==> src/rtl/mips_dmem_responder.sv <==
`default_nettype none
// ============================================================================
// Module      : mips_dmem_responder
// Description : Data-side memory responder for the single-cycle MIPS core.
//               Word RAM plus memory-mapped game IO (key FIFO, cycle timer,
//               LFSR random source, LED register). Reads are combinational.
// Revision    : 1.0 - initial release
// ============================================================================
module mips_dmem_responder #(
  parameter int          RAM_WORDS = 64,
  parameter int          KEY_DEPTH = 4,
  parameter logic [31:0] LFSR_POLY = 32'h8020_0003
) (
  input  logic        clk,
  input  logic        reset,
  input  logic        memwrite,
  input  logic [31:0] aluout,
  input  logic [31:0] writedata,
  output logic [31:0] readdata,
  input  logic        key_valid,
  input  logic [7:0]  key_code,
  output logic [7:0]  leds
);

  localparam int C_RAM_AW = $clog2(RAM_WORDS);
  localparam int C_KEY_PW = $clog2(KEY_DEPTH);

  localparam logic [15:0]         C_IO_PAGE    = 16'hFFFF;
  localparam logic [13:0]         C_REG_STAT   = 14'd0;
  localparam logic [13:0]         C_REG_DATA   = 14'd1;
  localparam logic [13:0]         C_REG_TIMER  = 14'd2;
  localparam logic [13:0]         C_REG_RAND   = 14'd3;
  localparam logic [13:0]         C_REG_LED    = 14'd4;
  localparam logic [C_KEY_PW:0]   C_KEY_FULL   = (C_KEY_PW + 1)'(KEY_DEPTH);

  // Storage arrays: not reset, contents are don't-care until written.
  logic [31:0] mem_q     [RAM_WORDS];
  logic [7:0]  key_mem_q [KEY_DEPTH];

  // Architectural registers and their next-state values.
  logic [C_KEY_PW-1:0] wptr_q,  wptr_d;
  logic [C_KEY_PW-1:0] rptr_q,  rptr_d;
  logic [C_KEY_PW:0]   count_q, count_d;
  logic                ovf_q,   ovf_d;
  logic [31:0]         timer_q, timer_d;
  logic [31:0]         lfsr_q,  lfsr_d;
  logic [7:0]          leds_q,  leds_d;

  // Address decode.
  logic                w_ram_sel;
  logic [C_RAM_AW-1:0] w_ram_idx;
  logic                w_io_sel;
  logic [13:0]         w_io_reg;
  logic                w_wr_stat, w_wr_data, w_wr_timer, w_wr_rand, w_wr_led;
  logic                w_full, w_pop, w_push;
  logic [31:0]         w_lfsr_step;
  logic [31:0]         w_cnt_ext;
  logic                w_unused;

  assign w_ram_sel  = (aluout[31:C_RAM_AW+2] == '0);
  assign w_ram_idx  = aluout[C_RAM_AW+1:2];
  assign w_io_sel   = (aluout[31:16] == C_IO_PAGE);
  assign w_io_reg   = aluout[15:2];

  assign w_wr_stat  = memwrite && w_io_sel && (w_io_reg == C_REG_STAT);
  assign w_wr_data  = memwrite && w_io_sel && (w_io_reg == C_REG_DATA);
  assign w_wr_timer = memwrite && w_io_sel && (w_io_reg == C_REG_TIMER);
  assign w_wr_rand  = memwrite && w_io_sel && (w_io_reg == C_REG_RAND);
  assign w_wr_led   = memwrite && w_io_sel && (w_io_reg == C_REG_LED);

  // A pop frees a slot in the same cycle, so a full FIFO still accepts a push
  // when it is also being popped (the head is dropped, count unchanged).
  assign w_full     = (count_q == C_KEY_FULL);
  assign w_pop      = w_wr_data && (count_q != '0);
  assign w_push     = key_valid && (!w_full || w_pop);

  // Galois step: shift right, fold in the taps when the bit shifted out is 1.
  assign w_lfsr_step = {1'b0, lfsr_q[31:1]} ^ (lfsr_q[0] ? LFSR_POLY : 32'h0);

  assign w_cnt_ext  = 32'(count_q);
  assign w_unused   = &{1'b0, aluout[1:0], w_cnt_ext[31:4]};
  assign leds       = leds_q;

  // Next-state logic for the FIFO control, timer, LFSR and LED registers.
  always_comb begin
    wptr_d  = wptr_q;
    rptr_d  = rptr_q;
    count_d = count_q;
    ovf_d   = ovf_q;
    timer_d = timer_q + 32'd1;
    lfsr_d  = w_lfsr_step;
    leds_d  = leds_q;

    if (w_push) wptr_d = wptr_q + 1'b1;
    if (w_pop)  rptr_d = rptr_q + 1'b1;
    if (w_push && !w_pop)      count_d = count_q + 1'b1;
    else if (w_pop && !w_push) count_d = count_q - 1'b1;

    // Setting overflow takes priority over a clear in the same cycle.
    if (key_valid && w_full && !w_pop) ovf_d = 1'b1;
    else if (w_wr_stat)                ovf_d = 1'b0;

    if (w_wr_timer) timer_d = writedata;
    if (w_wr_rand)  lfsr_d  = (writedata == 32'h0) ? 32'h1 : writedata;
    if (w_wr_led)   leds_d  = writedata[7:0];
  end

  // Register update with asynchronous active-low clear.
  always_ff @(posedge clk or negedge reset) begin
    if (!reset) begin
      wptr_q  <= '0;
      rptr_q  <= '0;
      count_q <= '0;
      ovf_q   <= 1'b0;
      timer_q <= 32'h0;
      lfsr_q  <= 32'h1;
      leds_q  <= 8'h0;
    end else begin
      wptr_q  <= wptr_d;
      rptr_q  <= rptr_d;
      count_q <= count_d;
      ovf_q   <= ovf_d;
      timer_q <= timer_d;
      lfsr_q  <= lfsr_d;
      leds_q  <= leds_d;
    end
  end

  // Data RAM write port.
  always_ff @(posedge clk) begin
    if (memwrite && w_ram_sel) mem_q[w_ram_idx] <= writedata;
  end

  // Key FIFO storage write port.
  always_ff @(posedge clk) begin
    if (w_push) key_mem_q[wptr_q] <= key_code;
  end

  // Combinational read mux following the address map.
  always_comb begin
    readdata = 32'h0;
    if (w_ram_sel) begin
      readdata = mem_q[w_ram_idx];
    end else if (w_io_sel) begin
      case (w_io_reg)
        C_REG_STAT:  readdata = {24'h0, ovf_q, 3'b000, w_cnt_ext[3:0]};
        C_REG_DATA:  readdata = (count_q != '0) ? {24'h0, key_mem_q[rptr_q]} : 32'h0;
        C_REG_TIMER: readdata = timer_q;
        C_REG_RAND:  readdata = lfsr_q;
        C_REG_LED:   readdata = {24'h0, leds_q};
        default:     readdata = 32'h0;
      endcase
    end
  end

endmodule
`default_nettype wire

==> config.mk <==
export PLATFORM = sky130hd
export DESIGN_NAME = mips_dmem_responder
export DESIGN_NICKNAME = d
export VERILOG_FILES = /design/src/rtl/mips_dmem_responder.sv
export SDC_FILE = /design/constraint.sdc
export NUM_CORES = 2
export LEC_CHECK = 0
export BUFFER_PORTS_ARGS = -buffer_cell sky130_fd_sc_hd__buf_2
export CAP_MARGIN = 20
export CORE_UTILIZATION = 40
export DETAILED_ROUTE_END_ITERATION = 6
export GPL_TIMING_DRIVEN = 0
export PLACE_DENSITY_LB_ADDON = 0.1
export SYNTH_ARGS = -nofsm -noshare
export SYNTH_HDL_FRONTEND = slang
export SYNTH_SLANG_ARGS = --single-unit
export TNS_END_PERCENT = 100
==> constraint.sdc <==
create_clock -name clk -period 7.1 [get_ports clk]
set_input_delay 1.065 -clock clk [delete_from_list [all_inputs] [get_ports clk]]
set_output_delay 1.065 -clock clk [all_outputs]
set_load 0.02 [all_outputs]
==> key figures <==
Clock tree
  – Root Buffer: clkbuf_16
  – Number of H-tree levels: 4
  – CTS buffer count: 223
  – Clock Latency Late Sink: around 0.9 ns
  – Clock Sinks: between 2000 and 2500
  – Post-CTS setup buffers: 0
  – Clk slew on worst S/H paths: ~0.06 ns
  – Max Root-Sink Buffers: 3
  – CTS tree: done

Cells and area
  – Register area: 64500 µm²
  – Multi-input logic area: about 18000 µm²
  – Commonest non-fill, non-tap cell in the layout: edfxtp_1
  – Final cell count without fillers: 8166
  – Share of cells above drive strength 1: 0.152
  – Layout overhead on the synthesized area: 16.9%
  – Most frequent cells in the layout: edfxtp_1, mux2i_1, a221o_1, o22ai_1, clkbuf_1
  – Post-route core utilization: 0.471
  – # fillers: about 18000
  – Nets: 5263

Critical path
  – R2r setup slk: ~4.3 ns
  – Critical Path Fanout Max: 10
  – Crit Path Category: in -> out
  – Startpoint type of the worst setup path: input pin
  – CP Cell Sequence: buf_2 -> nand2b_1 -> buf_2 -> buf_2 -> clkbuf_1 -> o22ai_1 -> a21oi_1 -> o22ai_1 -> nor4_1 -> o22ai_1 -> buf_2
  – Worst Setup End Kind: primary output
  – Cell mode on critical path: buf_2
  – Slowest stage cell on the critical path: nor4_1
  – Slowest stage delay, CP: ~1.0 ns
  – CP Data Arrival Time: about 6.2 ns
  – CP required: approximately 6 ns

Timing
  – Max Slew Vio Count: 0
  – Total negative slack: -0.669 ns
  – Clock Skew: ~0.0086 ns
  – Final Cycle Share: 1.02
  – Final hold viol count: 0
  – RSZ-0062 raised after global routing: no
  – Pin slew with the least headroom to its limit: ~1.3 ns
  – Max Freq: ~140 MHz
  – Relative slew margins: 0.115
  – Setup WS post-layout: -0.173 ns
  – Post-route minimum period: 7.27 ns
  – Setup violations, final: 8

Drt
  – Final WL: approximately 300 mm
  – Vias per Instance: around 6.2
  – Antenna-violating nets left: 0
  – Length of the first detailed-routing pass in iterations: 6
  – Via count: a little over 50000
  – Drt wl/cell: 37.8 µm
  – DRT iter0 DRCs: about 6800
  – Detailed-route DRC error count: 0

Synthesis
  – Post-synthesis sequential area ratio: 0.772
  – Synth top area share: 0.748
  – Count of different cell masters after synthesis: 69
  – Post-synth EDFFs: approximately 2100
  – Yosys reg bits: 2160
  – Mapped Cells: 4720
  – Ranking of synthesized cells by area: edfxtp_1, mux2i_1, a221o_1, o22ai_1, dfrtp_1
  – Top_reg_cell synth: edfxtp_1
  – Synthesized net count: roughly 4800
  – Syn_area_per_cell: approximately 18 µm²
  – Mapped Area: approximately 83000 µm²
  – Synth area leader: edfxtp_1
  – YS warnings: 0
  – Asr flop ratio synth: 0.0370

Hold path
  – Worst Hold Class: in -> async

GRT
  – Grt ovf: 0
  – Vias in the first global route: 48100
  – Global-route wire length before repair: 414 mm
  – Largest net degree at the start of global routing: just under 70
  – GRT Total Usage: 0.290
  – Initial antenna violation count: 28

Place
  – Port buffer count: around 110
  – DP HPWL: between 200 and 250 mm
  – RD Place Congestion: ~1.0
  – Placed cells: between 7000 and 8000

Floorplan
  – Die Wd: around 460 µm
  – Core outline area: between 200000 and 250000 µm²
  – DIE AREA: approximately 210000 µm²
  – Die height: around 460 µm
  – Initial Util: 0.403
  – Row Count: approximately 170
  – Ports: between 100 and 150

Pwr
  – Peak supply drop: between 0.0002 and 0.00025 V
  – Power density cells: between 200 and 300 nW/µm²
  – Total chip power: about 27 mW
  – Leakage: roughly 32 nW

Outcome
  – Status: complete, but fails checks
  – Failing checks: negative setup slack

Run
  – Maxcap violations: 0
metrics by stage:
step | setup WS, ns | hold slack [ns] | instance area (µm²)
floorplan | 2.90 | 0.456 | 83500
detailed placement | -0.0355 | 0.487 | 90400
CTS | 0.00859 | 0.00286 | 97500
global placement | -1.40 | 0.480 | 87500
global route | 0.0411 | 0.0434 | 97600
finish | -0.173 | 0.0527 | 97600
report_power, final:
part	internal (mW)	leakage (nW)	total (mW)	switching, mW
logic	0.518	8.80	1.90	1.38
registers	14.1	19.7	14.1	0.0503
clock network	6.36	3.42	11.4	5.04
total	20.9	31.9	27.4	6.47
per-layer routing:
layer	wire length, µm	global-route usage	up-vias	share of wire
met5	59	0	-	0.00019
met4	14700	0.131	10	0.048
met3	28300	0.0651	507	0.092
met2	135000	0.425	2714	0.44
met1	130000	0.410	26800	0.42
li1	-	-	20700	-
Yosys cell counts, types with 21 or more instances:
cell type and n:
xor2_1 21, buf_2 110, mux2_2 48, o21ai_0 34, mux4_2 27, a221oi_1 42
nand3_1 25, mux2i_1 485, clkbuf_1 207, edfxtp_1 2080, o22ai_1 368, a21oi_1 242
a22oi_1 72, nand2_1 59, nor2_1 131, buf_1 26, nor4_1 40, a221o_1 393
dfrtp_1 79
cell families (layout without fill, tap and decap cells):
group	after synthesis	after routing	synth area share
adder cells (fa/ha/maj)	7	7	0.00114
multiplexers	569	569	0.0732
flip-flops	2160	2160	0.772
AND/OR/NAND/NOR	361	361	0.0221
buffers and inverters	358	1011	0.0178
other	0	5	0
AO/OA/AOI/OAI	1226	1226	0.110
XOR/XNOR	39	39	0.00409
critical path, delay by kind of cell:
| kind | cells | cell delay [ns] |
|---|---|---|
| buffers and inverters | 5 | 2.28 |
| AND/OR/NAND/NOR | 2 | 1.49 |
| AO/OA/AOI/OAI | 4 | 1.33 |
state kept, by name, indices dropped and copies added (netlist names), 2 cells and up:
| register | cells |
|---|---|
| lfsr_q | 32 |
| key_mem_q | 32 |
| mem_q | 2048 |
| leds | 8 |
| timer_q | 32 |
| count_q | 3 |
| wptr_q | 2 |
| rptr_q | 2 |
worst paths after layout:
| path | cells past startpoint | endpoint | start |
|---|---|---|---|
| worst max-delay path | 11 | readdata[22] | aluout[3] |
| min in group clk | 1 | key_mem_q[3][4] | key_code[4] |
| worst max register to register | 10 | count_q[2] | count_q[2] |
| worst min register to register | 1 | lfsr_q[28] | lfsr_q[29] |
| worst min-delay path | 1 | timer_q[25] | reset |
| max in group asynchronous | 2 | lfsr_q[0] | reset |
cell type report:
cell class                 count  share of cell area
sequential                  2160               0.660
timing repair buffer         235              0.0313
clock inverter               124              0.0114
antenna                        5            0.000128
clock buffer                 294              0.0605
multi-input combinational   2202               0.185
tap                         2788              0.0357
buffer                       345              0.0148
inverter                      13            0.000500
what timing repair did:
item                                    4_1_cts  5_1_grt
resized for setup                             2        5
hold buffers                                  0        0
endpoints found under the setup margin        4        6
Note: power is estimated with default switching activity, not from simulation.
